$ cat config.mk
export PLATFORM = sky130hd
export DESIGN_NAME = ctl_trace_encoder
export DESIGN_NICKNAME = d
export VERILOG_FILES = /design/src/rtl/ctl_trace_encoder_pkg.sv /design/src/rtl/ctl_trace_encoder_fifo.sv /design/src/rtl/ctl_trace_encoder.sv
export SDC_FILE = /design/constraint.sdc
export NUM_CORES = 1
export LEC_CHECK = 0
export ABC_AREA = 1
export BUFFER_PORTS_ARGS = -buffer_cell sky130_fd_sc_hd__buf_2
export CORE_MARGIN = 2
export CORE_UTILIZATION = 61
export DETAILED_ROUTE_END_ITERATION = 8
export PLACE_DENSITY = 0.8
export SLEW_MARGIN = 40
export SYNTH_ARGS = -nofsm -noshare
export SYNTH_HDL_FRONTEND = slang
export SYNTH_SLANG_ARGS = --single-unit
$ cat constraint.sdc
create_clock -name clk -period 9.55 [get_ports clk]
set_clock_uncertainty 0.05 [all_clocks]
set_input_delay 2.865 -clock clk [delete_from_list [all_inputs] [get_ports clk]]
set_output_delay 2.865 -clock clk [all_outputs]
set_load 0.1 [all_outputs]
$ cat src/rtl/ctl_trace_encoder_pkg.sv
// Shared definitions for the control-bus trace encoder: opcodes, control
// field encodings and trace record layout.
package ctl_trace_encoder_pkg;

  localparam int OP_W = 4;

  localparam logic [OP_W-1:0] OP_NOP     = 4'b0000;
  localparam logic [OP_W-1:0] OP_ADD     = 4'b0001;
  localparam logic [OP_W-1:0] OP_ADDI    = 4'b0010;
  localparam logic [OP_W-1:0] OP_SUB     = 4'b0011;
  localparam logic [OP_W-1:0] OP_AND     = 4'b0100;
  localparam logic [OP_W-1:0] OP_OR      = 4'b0101;
  localparam logic [OP_W-1:0] OP_SLT     = 4'b0110;
  localparam logic [OP_W-1:0] OP_ILLEGAL = 4'b0111;
  localparam logic [OP_W-1:0] OP_LW      = 4'b1000;
  localparam logic [OP_W-1:0] OP_SW      = 4'b1001;
  localparam logic [OP_W-1:0] OP_SWI     = 4'b1010;
  localparam logic [OP_W-1:0] OP_BEZI    = 4'b1100;
  localparam logic [OP_W-1:0] OP_BNZI    = 4'b1101;
  localparam logic [OP_W-1:0] OP_BEZR    = 4'b1110;
  localparam logic [OP_W-1:0] OP_BNZR    = 4'b1111;

  localparam logic [4:0] ALUOP_AND = 5'b00000;
  localparam logic [4:0] ALUOP_OR  = 5'b00001;
  localparam logic [4:0] ALUOP_ADD = 5'b00010;
  localparam logic [4:0] ALUOP_SUB = 5'b01110;
  localparam logic [4:0] ALUOP_SLT = 5'b01111;

  localparam logic [2:0] BROP_NONE = 3'b000;
  localparam logic [2:0] BROP_BEZI = 3'b100;
  localparam logic [2:0] BROP_BNZI = 3'b101;
  localparam logic [2:0] BROP_BEZR = 3'b110;
  localparam logic [2:0] BROP_BNZR = 3'b111;

  // Record layout: opcode in the top OP_W bits, repeat-1 in the low cnt_w bits.
  function automatic int rec_w(input int cnt_w);
    return OP_W + cnt_w;
  endfunction

  function automatic int rec_op_lsb(input int cnt_w);
    return cnt_w;
  endfunction

endpackage

$ cat src/rtl/ctl_trace_encoder_fifo.sv
// Synchronous record FIFO with a registered head (head_data/head_valid are
// flops, valid the cycle after a write into an empty FIFO).
module trace_fifo #(
  parameter int WIDTH = 16,
  parameter int DEPTH = 8
) (
  input  logic             clk,
  input  logic             rst_n,
  input  logic             push,
  input  logic [WIDTH-1:0] push_data,
  output logic             full,
  input  logic             pop,
  output logic             empty,
  output logic             head_valid,
  output logic [WIDTH-1:0] head_data
);

  localparam int AW = $clog2(DEPTH);
  localparam logic [AW:0] CNT_FULL = (AW+1)'(DEPTH);
  localparam logic [AW:0] CNT_ONE  = (AW+1)'(1);

  logic [WIDTH-1:0] mem [DEPTH];
  logic [AW-1:0]    wr_ptr;
  logic [AW-1:0]    rd_ptr;
  logic [AW-1:0]    rd_ptr_n;
  logic [AW:0]      count;
  logic [AW:0]      count_n;
  logic             do_push;
  logic             do_pop;

  assign empty    = (count == '0);
  assign full     = (count == CNT_FULL);
  assign do_pop   = pop && !empty;
  // A full FIFO still takes a write when the head leaves in the same cycle.
  assign do_push  = push && (!full || do_pop);
  assign rd_ptr_n = rd_ptr + AW'(do_pop);

  always_comb begin
    count_n = count;
    if (do_push && !do_pop) begin
      count_n = count + CNT_ONE;
    end else if (do_pop && !do_push) begin
      count_n = count - CNT_ONE;
    end
  end

  always_ff @(posedge clk) begin
    if (do_push) begin
      mem[wr_ptr] <= push_data;
    end
  end

  always_ff @(posedge clk or negedge rst_n) begin
    if (!rst_n) begin
      wr_ptr     <= '0;
      rd_ptr     <= '0;
      count      <= '0;
      head_valid <= 1'b0;
      head_data  <= '0;
    end else begin
      if (do_push) begin
        wr_ptr <= wr_ptr + AW'(1);
      end
      rd_ptr     <= rd_ptr_n;
      count      <= count_n;
      head_valid <= (count_n != '0);
      // The incoming record bypasses the array when it becomes the new head.
      if (do_push && (wr_ptr == rd_ptr_n)) begin
        head_data <= push_data;
      end else if (count_n != '0) begin
        head_data <= mem[rd_ptr_n];
      end
    end
  end

endmodule

$ cat src/rtl/ctl_trace_encoder.sv
// Observe-only tap on the control bus: re-encodes each control bundle to its
// opcode, run-length compresses repeats and queues records for the trace port.
module ctl_trace_encoder
  import ctl_trace_encoder_pkg::*;
#(
  parameter int FIFO_DEPTH = 8,
  parameter int CNT_W      = 12
) (
  input  logic                  clk,
  input  logic                  rst_n,
  input  logic                  in_valid,
  input  logic                  ctl_alusrc,
  input  logic                  ctl_memsrc,
  input  logic [4:0]            ctl_aluop,
  input  logic                  ctl_regdst,
  input  logic                  ctl_memwrite,
  input  logic                  ctl_regwrite,
  input  logic                  ctl_memtoreg,
  input  logic [2:0]            ctl_brop,
  input  logic                  flush,
  output logic                  out_valid,
  input  logic                  out_ready,
  output logic [OP_W+CNT_W-1:0] out_data,
  output logic                  overflow,
  output logic [7:0]            drop_count
);

  localparam int REC_W = rec_w(CNT_W);
  localparam logic [CNT_W-1:0] CNT_MAX = '1;

  logic [OP_W-1:0]  enc_op;
  logic             acc_v;
  logic             acc_v_n;
  logic [OP_W-1:0]  acc_op;
  logic [OP_W-1:0]  acc_op_n;
  logic [CNT_W-1:0] acc_cnt;
  logic [CNT_W-1:0] acc_cnt_n;
  logic             push;
  logic [REC_W-1:0] push_rec;
  logic             fifo_full;
  logic             fifo_empty;
  logic             fifo_pop;
  logic             drop;

  // regdst only picks the destination field; it never separates two opcodes.
  logic unused_regdst;
  assign unused_regdst = ctl_regdst;

  // Plain case statements: an X/Z care bit matches no item and lands on ILLEGAL.
  always_comb begin
    enc_op = OP_ILLEGAL;
    case ({ctl_memwrite, ctl_regwrite, ctl_brop})
      {2'b00, BROP_NONE}: enc_op = OP_NOP;
      {2'b00, BROP_BEZI},
      {2'b00, BROP_BNZI},
      {2'b00, BROP_BEZR},
      {2'b00, BROP_BNZR}: enc_op = {2'b11, ctl_brop[1:0]};
      {2'b10, BROP_NONE}: begin
        case (ctl_memsrc)
          1'b0:    enc_op = OP_SW;
          1'b1:    enc_op = OP_SWI;
          default: enc_op = OP_ILLEGAL;
        endcase
      end
      {2'b01, BROP_NONE}: begin
        case (ctl_memtoreg)
          1'b1: enc_op = OP_LW;
          1'b0: begin
            case ({ctl_alusrc, ctl_aluop})
              {1'b1, ALUOP_ADD}: enc_op = OP_ADDI;
              {1'b0, ALUOP_ADD}: enc_op = OP_ADD;
              {1'b0, ALUOP_SUB}: enc_op = OP_SUB;
              {1'b0, ALUOP_AND}: enc_op = OP_AND;
              {1'b0, ALUOP_OR}:  enc_op = OP_OR;
              {1'b0, ALUOP_SLT}: enc_op = OP_SLT;
              default:           enc_op = OP_ILLEGAL;
            endcase
          end
          default: enc_op = OP_ILLEGAL;
        endcase
      end
      default: enc_op = OP_ILLEGAL;
    endcase
  end

  // Flush pushes the old run first; a coincident instruction starts a new run.
  always_comb begin
    acc_v_n   = acc_v;
    acc_op_n  = acc_op;
    acc_cnt_n = acc_cnt;
    push      = 1'b0;
    push_rec  = {acc_op, acc_cnt};
    if (flush && acc_v) begin
      push    = 1'b1;
      acc_v_n = 1'b0;
    end
    if (in_valid) begin
      if (acc_v && !flush && (enc_op == acc_op) && (acc_cnt != CNT_MAX)) begin
        acc_cnt_n = acc_cnt + CNT_W'(1);
      end else begin
        push      = acc_v;
        acc_v_n   = 1'b1;
        acc_op_n  = enc_op;
        acc_cnt_n = '0;
      end
    end
  end

  always_ff @(posedge clk or negedge rst_n) begin
    if (!rst_n) begin
      acc_v   <= 1'b0;
      acc_op  <= OP_NOP;
      acc_cnt <= '0;
    end else begin
      acc_v   <= acc_v_n;
      acc_op  <= acc_op_n;
      acc_cnt <= acc_cnt_n;
    end
  end

  assign fifo_pop = out_ready && !fifo_empty;
  assign drop     = push && fifo_full && !fifo_pop;

  trace_fifo #(
    .WIDTH (REC_W),
    .DEPTH (FIFO_DEPTH)
  ) u_fifo (
    .clk        (clk),
    .rst_n      (rst_n),
    .push       (push),
    .push_data  (push_rec),
    .full       (fifo_full),
    .pop        (fifo_pop),
    .empty      (fifo_empty),
    .head_valid (out_valid),
    .head_data  (out_data)
  );

  always_ff @(posedge clk or negedge rst_n) begin
    if (!rst_n) begin
      overflow   <= 1'b0;
      drop_count <= '0;
    end else if (drop) begin
      overflow <= 1'b1;
      if (drop_count != 8'hFF) begin
        drop_count <= drop_count + 8'd1;
      end
    end
  end

endmodule

### Yosys cells after proc, flatten, opt, wreduce, memory -nomap -nowiden

Memory sizes are Yosys's and may differ from the RTL's. A register that Yosys moved wholly into a read port is not among the register bits.
Index checks and enable logic that the tools add are counted.

| storage, ports and cells | value |
|---|---|
| register bits after elaboration | 37 |
| bits in latches | 0 |
| bits in writable memories | 128 |
| memory bits (read-only) | 0 |
| input port bits | 19 |
| output and inout port bits | 26 |
| logic and storage cells | 78 |
| memories | 1 |

Memory list:

| name | words | width | rd ports | clocked after memory_dff | wr ports | RTL line | text |
|---|---|---|---|---|---|---|---|
| u_fifo.mem | 8 | 16 | 1 | 1 | 1 | ctl_trace_encoder_fifo.sv:22 | `logic [WIDTH-1:0] mem [DEPTH];` |

| cells by class | value |
|---|---|
| $add $sub $neg | 6 |
| $mul | 0 |
| div/mod/pow operators | 0 |
| $lt $le $gt $ge | 0 |
| eq/ne operators | 16 |
| shift-type cells | 0 |
| muxes and demuxes | 15 |
| bitwise logic cells | 3 |
| reduce and logical (&&, ||, !) cells | 28 |

Operator list:

| cell | number |
|---|---|
| equality test 5 x 3 -> 1 bit, second input constant | 4 |
| one-hot mux 3 bit (6 select lines) | 1 |
| one-hot mux 4 bit (2 select lines) | 2 |
| one-hot mux 4 bit (4 select lines) | 1 |
| adder 12 x 1 -> 12 bit, second input constant | 1 |
| equality test 6 x 4 -> 1 bit, second input constant | 2 |
| logical AND 1 bit | 12 |
| 2-to-1 mux 12 bit | 1 |
| inequality test 12 bit, second input constant | 1 |
| adder 8 x 1 -> 8 bit, second input constant | 1 |
| 2-to-1 mux 1 bit | 8 |
| 2-to-1 mux 4 bit | 2 |
| inequality test 8 bit, second input constant | 1 |
| logical NOT 1 bit | 7 |
| equality test 6 x 1 -> 1 bit, second input constant | 1 |
| equality test 6 x 2 -> 1 bit, second input constant | 1 |
| equality test 6 bit, second input constant | 1 |
| logical NOT 6 bit | 1 |
| equality test 5 x 4 -> 1 bit, second input constant | 1 |
| equality test 5 bit, second input constant | 1 |
| logical NOT 5 bit | 1 |
| adder 4 x 1 -> 4 bit, second input constant | 1 |
| equality test 4 bit | 1 |
| equality test 4 bit, second input constant | 1 |
| other kinds (11) | 14 |

### Logic depth before layout (Yosys ltp)

Gate-level depths: netlist (run 1).

| logic depth | value |
|---|---|
| depth after elaboration | 16 |
| depth in mapped cells | 24 |
| mapped depth without buffers | 23 |

### By module

Synthesis (run 1) repeated with hierarchy kept, for this count alone.

| second synthesis, totals | value |
|---|---|
| cell total of the unflattened synthesis | 796 |
| area, all modules | 8,316.7 um2 |

By module, submodules not included:

| module | instances | cells each | area an instance (um2) | sequential area each (um2) |
|---|---|---|---|---|
| trace_fifo | 1 | 569 | 6,656.4 | 4,519.3 |
| ctl_trace_encoder | 1 | 227 | 1,660.3 | 650.6 |

### Least setup slack after synthesis (run 1)

No wires, ideal clock.

| timing path | value |
|---|---|
| path kind | input-to-reg |
| start | input ctl_alusrc |
| end | memory u_fifo.mem[0][0] (enable) |
| library setup time | 0.388 ns |
| arrival | 4.955 ns |
| required time | 9.112 ns |
| setup slack | 4.157 ns |
| cell stages on the path | 16 |
| buffers on the path | 0 |
| path through | nor2_1 > nand3_1 > nand2_1 > inv_1 > nand3_1 > nand2_1 > nand2_1 > nand3_1 > nand2_1 > nor2_2 > nand2_2 > nand3_4 > nand2_4 > nand2_1 > or2_2 > nor2_1 |

| on the way | value |
|---|---|
| cells in the longest elaborated chain, start to end | 12 |
| elaborated cells on any way between the ends | 17 |
| classes of those cells | 6 x eq/ne; 7 x mux; 4 x reduce/logical |

Ends and longest elaborated chain:

| item | RTL line | text |
|---|---|---|
| start: declaration | ctl_trace_encoder.sv:12 | `input logic ctl_alusrc,` |
| equality test 6 x 4 -> 1 bit (tied with other cells) | ctl_trace_encoder.sv:69 | `case ({ctl_alusrc, ctl_aluop})` |
| one-hot mux 3 bit (6 select lines) * | ctl_trace_encoder.sv:69 |  |
| one-hot mux 4 bit (2 select lines) * | ctl_trace_encoder.sv:66 | `case (ctl_memtoreg)` |
| one-hot mux 4 bit (4 select lines) * | ctl_trace_encoder.sv:52 | `case ({ctl_memwrite, ctl_regwrite, ctl_brop})` |
| equality test 4 bit * | ctl_trace_encoder.sv:98 | `if (acc_v && !flush && (enc_op == acc_op) && (acc_cnt != CNT_MAX)) begin` |
| logical AND 1 bit * (2 in series) | ctl_trace_encoder.sv:98 |  |
| 2-to-1 mux 1 bit * | ctl_trace_encoder.sv:98 |  |
| 2-to-1 mux 1 bit * | ctl_trace_encoder.sv:97 | `if (in_valid) begin` |
| logical AND 1 bit * | ctl_trace_encoder_fifo.sv:35 | `assign do_push = push && (!full \|\| do_pop);` |
| 2-to-1 mux 1 bit * | ctl_trace_encoder_fifo.sv:48 | `if (do_push) begin` |
| 2-to-1 mux 1 bit (not written as such) * | ctl_trace_encoder_fifo.sv:49 | `mem[wr_ptr] <= push_data;` |
| end: declaration | ctl_trace_encoder_fifo.sv:22 |  |

Mark *: on every way between the ends. The rest lies on a longest branch, timed or not.

### Final worst setup path (run 1)

| timing path | value |
|---|---|
| start | input out_ready |
| end | register u_fifo.head_data[12] (read register of u_fifo.mem) |

| on the way | value |
|---|---|
| elaborated cells on any way between the ends | 15 |
| classes of those cells | 1 x add/sub; 1 x eq/ne; 2 x mux; 11 x reduce/logical |

RTL lines:

| item | RTL line | text |
|---|---|---|
| start: declaration | ctl_trace_encoder.sv:22 | `input logic out_ready,` |
| logical AND 1 bit * | ctl_trace_encoder.sv:121 | `assign fifo_pop = out_ready && !fifo_empty;` |
| logical AND 1 bit * | ctl_trace_encoder_fifo.sv:33 | `assign do_pop = pop && !empty;` |
| adder 3 x 1 -> 3 bit * | ctl_trace_encoder_fifo.sv:36 | `assign rd_ptr_n = rd_ptr + AW'(do_pop);` |
| named net u_fifo.rd_ptr_n[0] | ctl_trace_encoder_fifo.sv:25 | `logic [AW-1:0] rd_ptr_n;` |
| equality test 3 bit | ctl_trace_encoder_fifo.sv:68 | `if (do_push && (wr_ptr == rd_ptr_n)) begin` |
| logical AND 1 bit | ctl_trace_encoder_fifo.sv:68 |  |
| nonzero test 2 bit (no line) | -- |  |
| end: declaration | ctl_trace_encoder_fifo.sv:15 | `output logic [WIDTH-1:0] head_data` |

The timed path passes the listed nets; every way through them passes the cells marked *.
A chain may end at the register's enable or synchronous reset.

==> results of run 1 <==
routing by layer:
layer  global-route usage (%)  routed length (µm)
met1                     33.3                6960
met2                     41.3                8660
met3                     5.22                1360
met4                     13.3                 538
met5                        0                   0
through the flow:
stage | worst slack (ps) | hold WS, ps | utilization, % | instance area, µm²
finish | 3990 | 450 | 69.2 | 9060
global route | 3760 | 468 | 69.2 | 9060
CTS | 4030 | 450 | 69.2 | 9060
detailed placement | 3580 | 421 | 64.7 | 8470
global placement | 3600 | 395 | 64.7 | 8460
floorplan | 4160 | 425 | - | 8090
cells by family (layout without fill, tap and decap cells):
kind of cell	count (synthesis)	count (layout)
fa+ha+maj	7	7
simple gates	330	330
xor+xnor	19	19
mux	1	1
buf+inv	86	138
compound gates	130	130
flops	181	181
sequential cells by signal (all words and copies together), names as in the netlist:
register           cells
u_fifo.head_data      16
u_fifo.rd_ptr          3
u_fifo.head_valid      1
u_fifo.count           4
u_fifo.wr_ptr          3
overflow               1
acc_v                  1
acc_cnt               12
acc_op                 4
u_fifo.mem           128
drop_count             8
cells in the final DEF (no fill, tap or decap), drive strengths merged, types with 8 or more instances in the layout:
master,count
a21oi,20
edfxtp,128
a32o,16
nand4,26
xor2,12
o22ai,16
clkbuf,18
buf,54
clkinv,8
nor2,68
dfrtp,53
inv,54
nand2,196
nand3,25
o21ai,77
where the power goes:
group          leakage (nW)  internal (mW)  total [mW]  switching, mW
Combinational          1.49          0.421        1.61           1.19
Sequential             1.86          0.983        1.05         0.0654
Clock                 0.285          0.409       0.689          0.280
Total                  3.63           1.81        3.35           1.53
worst paths after layout:
path	from	slack, ps	to	depth (start not counted)
max	out_ready	3990	u_fifo.head_data[12]	10
min	overflow	450	overflow	2
max reg2reg	u_fifo.count[0]	5600	u_fifo.head_data[12]	12
min reg2reg	overflow	450	overflow	2
max in group asynchronous	rst_n	6570	acc_op[1]	1
min in group asynchronous	rst_n	2420	u_fifo.head_data[6]	1
cell type report:
type / count / area (µm²)
Sequential cell: 181 / 5170
Fill cell: 866 / 4030
Multi-Input combinational cell: 487 / 2580
Clock buffer: 18 / 429
Timing Repair Buffer: 54 / 300
Tap cell: 176 / 220
Inverter: 53 / 201
Clock inverter: 13 / 159
worst reg2reg max path: cells and delay by family (launching register included):
family	cells	cell delay [ps]
buf+inv	3	860
simple gates	4	840
flops	1	410
compound gates	2	820
xor+xnor	1	270
fa+ha+maj	2	640
==> summary.txt, run 1 <==
Status
  • Status: finished clean

Timing
  • Achievable frequency: roughly 180 MHz
  • Tmin final: between 5000 and 6000 ps
  • Count of final hold-check violations: 0
  • Ratio of final minimum period to clock period: between 50 and 60%
  • Setup TNS: 0 ps
  • RSZ-0062 raised after global routing: no
  • Worst-Margin Slew: around 730 ps
  • Final-report setup violation count: 0
  • Count of pins over their slew limit: 0
  • Rel. slew slack: 51.1%

Setup path
  • Crit end category: register
  • Critical path arrival: 5870 ps
  • Critical Path RT: between 9000 and 10,000 ps
  • Crit-path max cell delay: 560 ps
  • Critical path type: in2reg
  • Crit-path max FO: 65
  • Worst Path Buf+Inv: 3
  • Most Frequent Cell on Critical Path: nand2_1
  • Top Family by Delay on Critical Path: buffers and inverters
  • Crit path cell chain: buf_2 -> o21ai_0 -> inv_1 -> ha_2 -> buf_4 -> xnor2_1 -> nand4_4 -> o21ai_1 -> nand2_1 -> nand2_1
  • Crit-path slowest cell: buf_4
  • Crit path launch type: primary input

Synthesis
  • Most common cell in the netlist: nand2_1
  • Main combinational cell family by area after synthesis: simple AND/OR/NAND/NOR gates
  • Syn Area/Cell: 10.7 µm²
  • XOR/XNOR share of the synthesized area: ~2%
  • Post-synthesis mux area share: less than 1%
  • Yosys warnings: 0
  • Flops & latches, synth: about 180
  • Post-synth EDFFs: 128
  • Main area contributors after synthesis: edfxtp_1 (47%), dfrtp_1 (16%), nand2_1 (8.7%)
  • Most frequent cells after synthesis: nand2_1 (187), edfxtp_1 (128), o21ai_0 (70), nor2_1 (60), dfrtp_1 (53)
  • Count of cell types in the netlist: 38
  • Post-Syn Area: between 8000 and 9000 µm²
  • Sequential share of the synthesized area: a little under two thirds
  • Compound-gate portion of the synthesized area: 9.42%
  • Syn nets: 780
  • Synth top area share: a little under half
  • Area share of fa/ha/maj cells after synthesis: under 10%
  • Cell taking the most area after synthesis: edfxtp_1
  • Post-Syn Instances: approximately 750
  • Post-synthesis simple-gate area fraction: 19.1%
  • Post-synth ARST share: 29.3%
  • Ys flop type: edfxtp_1

Floorplanning
  • Die area: around 14,000 µm²
  • Die Ht: ~120 µm
  • I/O pin count: 45
  • Initial Utilization: between 60% and 70%
  • Core area: ~13,000 µm²
  • Site Rows: 42
  • Die width: 119 µm

Run
  • # Max-Cap Violations: 0

Finish
  • Layout cells sized above 1: approximately 15%
  • Fin cells: about 980
  • Diode count: 0
  • P&R area growth vs syn: 11.9%
  • Final nets: slightly above 800

Placement
  • Gpl congestion: just under 0.9
  • PortBufs: 43
  • Final HPWL DP: ~11 mm
  • Placed instance count: around 950

Detailed routing
  • Initial DRT Pass Iterations: 5
  • DRC: 0
  • Initial detailed-routing violation count: roughly 590
  • Routed WL per cell: about 18 µm
  • Antenna viol nets, final: 0
  • Via/cell ratio: 5.93
  • Total Wirelength: roughly 18 mm
  • DR vias: a little under 6,000

Clock tree
  • CTS resizes: 0
  • Worst-Skew Late Latency: 420 ps
  • Hold Buf Count CTS: 0
  • Total setup buffers inserted after CTS: 0
  • Sink Count: roughly 180
  • Worst-case clock buffer depth: 2
  • H-tree levels: 4
  • CTS clock-pin slew for the worst setup and hold paths: ~70 ps
  • Num CTS Buffers: 17
  • Root Buffer: clkbuf_16
  • CTS tree: done

Global routing
  • Initial antenna violation count: 0
  • Largest net degree at the start of global routing: 66
  • First-pass GRT wire length: between 20 and 30 mm
  • Vias in the first global route: between 5,000 and 6,000
  • Gr usage total: between 20 and 30%
  • Overflow after GRT: 0

Power
  • Power Dens Cells: around 370 nW/µm²
  • Leakage: about 3.6 nW
  • VDD IR max: around 0.40 mV
  • Overall power: between 3 and 4 mW

Worst hold path
  • Min-Delay Path Class: reg2reg
No activity file was read; power rests on OpenSTA's default activity.
==> run 2, diff against run 1 <==
--- a/config.mk
+++ b/config.mk
@@ -8,9 +8,9 @@
 export ABC_AREA = 1
 export BUFFER_PORTS_ARGS = -buffer_cell sky130_fd_sc_hd__buf_2
 export CORE_MARGIN = 2
-export CORE_UTILIZATION = 61
+export CORE_UTILIZATION = 55
 export DETAILED_ROUTE_END_ITERATION = 8
-export PLACE_DENSITY = 0.8
+export PLACE_DENSITY = 0.76
 export SLEW_MARGIN = 40
 export SYNTH_ARGS = -nofsm -noshare
 export SYNTH_HDL_FRONTEND = slang
==> constraint.sdc (replaced) <==
create_clock -name clk -period 4.55 [get_ports clk]
set_clock_uncertainty 0.05 [all_clocks]
set_input_delay 1.365 -clock clk [delete_from_list [all_inputs] [get_ports clk]]
set_output_delay 1.365 -clock clk [all_outputs]
set_load 0.1 [all_outputs]
==> run 2 against run 1 <==
  * Routed wire length increased by 2.2%
  * Critical endpoint is now u_fifo.head_data[1]
  * Global-route usage decreased by 2.0 points
  * Critical path depth increased by 4
  * First-iteration DRC count decreased by 23%
==> summary.txt, run 2 (synthesis results as in run 1) <==
Setup path
  • Crit-path slowest cell: o21ai_0
  • Crit path launch type: primary input
  • Setup crit start: out_ready
  • Reg2reg start: u_fifo.count[0]
  • Flop-to-flop setup slack: 770 ps (-4830 ps)
  • Critical Path RT: 4860 ps (-5000 ps)
  • Worst R2R End: u_fifo.head_data[1]
  • Crit-path max FO: 17 (-74%)
  • Critical path arrival: 4120 ps (-1750 ps)
  • Worst reg-to-reg path cell count: 16 (+4)
  • Crit-path max cell delay: 390 ps (-170 ps)
  • Crit path cell chain: buf_2 -> o21ai_0 -> inv_1 -> ha_2 -> ha_1 -> inv_1 -> buf_4 -> a21oi_1 -> a32o_1 -> o21ai_0 -> nand2_1 -> o21ai_0 -> nand2_1 -> nand2_1
  • Crit end category: register
  • Crit path to: u_fifo.head_data[1]
  • Critical path type: in2reg

Floorplanning
  • Site Rows: 44 (+4.8%)
  • Die Ht: 125 µm (+5.1%)
  • Die width: 125 µm (+5.1%)
  • Die area: 15,700 µm² (+11%)
  • I/O pin count: 45 (unchanged)
  • Initial Utilization: 55.9% (-6.0 points)
  • Core area: 14,500 µm² (+11%)

Global routing
  • Gr usage total: 23.7% (-2.0 points)
  • First-pass GRT wire length: 29.1 mm (+4.6%)
  • Overflow after GRT: 0 (unchanged)
  • Largest net degree at the start of global routing: 65 (-1.5%)
  • Vias in the first global route: 5,873 (+3.3%)
  • Initial antenna violation count: 0 (unchanged)

Detailed routing
  • Initial detailed-routing violation count: 456 (-23%)
  • Antenna viol nets, final: 0 (unchanged)
  • Total Wirelength: 17.9 mm (+2.2%)
  • Routed WL per cell: 17.9 µm (+0.67%)
  • Met3 Routed Length: 1.15 mm (-15%)
  • Via/cell ratio: 5.76 (-2.9%)
  • M1 WL: 7.17 mm (+3.1%)
  • Top Layer Used: met4
  • DRC: 0 (unchanged)
  • Initial DRT Pass Iterations: 5 (unchanged)
  • Met2 WL: 9.22 mm (+6.4%)
  • DR vias: 5,739 (-1.4%)

Timing
  • Count of final hold-check violations: 0 (unchanged)
  • RSZ-0062 raised after global routing: no
  • Count of pins over their slew limit: 0 (unchanged)
  • Achievable frequency: about 260 MHz
  • Tmin final: between 3000 and 4000 ps
  • Rel. slew slack: 55.8% (+4.7 points)
  • Setup TNS: 0 ps (unchanged)
  • Worst-Margin Slew: 662 ps (-68.8 ps)
  • Final worst-path setup slack: 741 ps (-3250 ps)
  • Ratio of final minimum period to clock period: a little over four fifths
  • Final-report setup violation count: 0 (unchanged)

Run
  • # Max-Cap Violations: 0 (unchanged)

Finish
  • Commonest non-fill, non-tap cell in the layout: nand2_1
  • Util after Layout: 63.5% (-5.7 points)
  • Max FFs per register: 128 (unchanged)
  • Most frequent cells in the layout: nand2_1 (187), edfxtp_1 (128), o21ai_0 (70)
  • Layout cells sized above 1: 16.1% (+0.98 points)
  • Top reg by flops: u_fifo.mem
  • Final nets: 826 (+0.73%)
  • Post-Layout Inst Area: 9190 µm² (+1.5%)
  • Diode count: 0 (unchanged)
  • Top Registers: u_fifo.mem (128), u_fifo.head_data (16), acc_cnt (12)
  • P&R area growth vs syn: 13.6%

Clock tree
  • Sink Count: 181 (unchanged)
  • Root Buffer: clkbuf_16
  • Worst-case clock buffer depth: 2 (unchanged)
  • CTS tree: done
  • Num CTS Buffers: 17 (unchanged)
  • Total setup buffers inserted after CTS: 0 (unchanged)
  • Worst-Skew Late Latency: 430 ps (about the same)
  • CTS clock-pin slew for the worst setup and hold paths: 70 ps (about the same)
  • Hold Buf Count CTS: 0 (unchanged)
  • CTS resizes: 0 (unchanged)
  • H-tree levels: 4 (unchanged)

Placement
  • Final HPWL DP: 11.2 mm (+4.6%)
  • DP Area: 8550 µm² (+0.92%)
  • DP Worst Slack: 366 ps (-3220 ps)
  • Gpl congestion: 0.845 (-5.0%)
  • PortBufs: 43 (unchanged)

Worst hold path
  • Min-Delay Path Class: reg2reg
  • Hold path start: overflow

Power
  • Leakage: 3.68 nW (+1.5%)
  • VDD IR max: 0.707 mV (+75%)
  • Power Dens Cells: 785 nW/µm² (+110%)

Status
  • Status: finished clean
[run 2: stage by stage]
step	std cells	power, mW	hold WS [ps]
2_1_floorplan	754	4.75	425
3_3_place_gp	965	5.46	395
3_5_place_dp	965	5.59	422
4_1_cts	997	7.22	440
5_1_grt	997	7.67	457
6_report	997	7.22	435
[run 2: routing by layer]
layer	vias to the layer above	track usage, %
met2	226	41.0
met5	-	0
met3	41	4.96
li1	2718	-
met1	2754	29.6
met4	0	8.95
[run 2: final cells by class]
class | instances | area, µm²
timing repair buffer | 60 | 370
sequential | 181 | 5170
multi-input combinational | 487 | 2580
clock buffer | 17 | 425
inverter | 53 | 199
clock inverter | 15 | 219
tap | 184 | 230
fill | 1049 | 5290
[run 2: how the worst min path moves through the flow]
stage	cells past startpoint	to	slack (ps)
after floorplan	1	u_fifo.rd_ptr[1]	430
final	2	overflow	440
after global routing	2	overflow	460
after global placement	2	overflow	390
after CTS	2	overflow	440
after detailed placement	2	overflow	420
[run 2: critical path: cells and delay by family]
kind	cells	cell delay [ps]
AO/OA/AOI/OAI	5	940
adder cells (fa/ha/maj)	2	560
buffers and inverters	4	1000
AND/OR/NAND/NOR	3	250
[run 2: report_power, final]
group          internal (mW)  switching (mW)  total [mW]
registers               2.06           0.135        2.20
logic                  0.961            2.48        3.44
clock network          0.935           0.645        1.58
total                   3.96            3.26        7.22
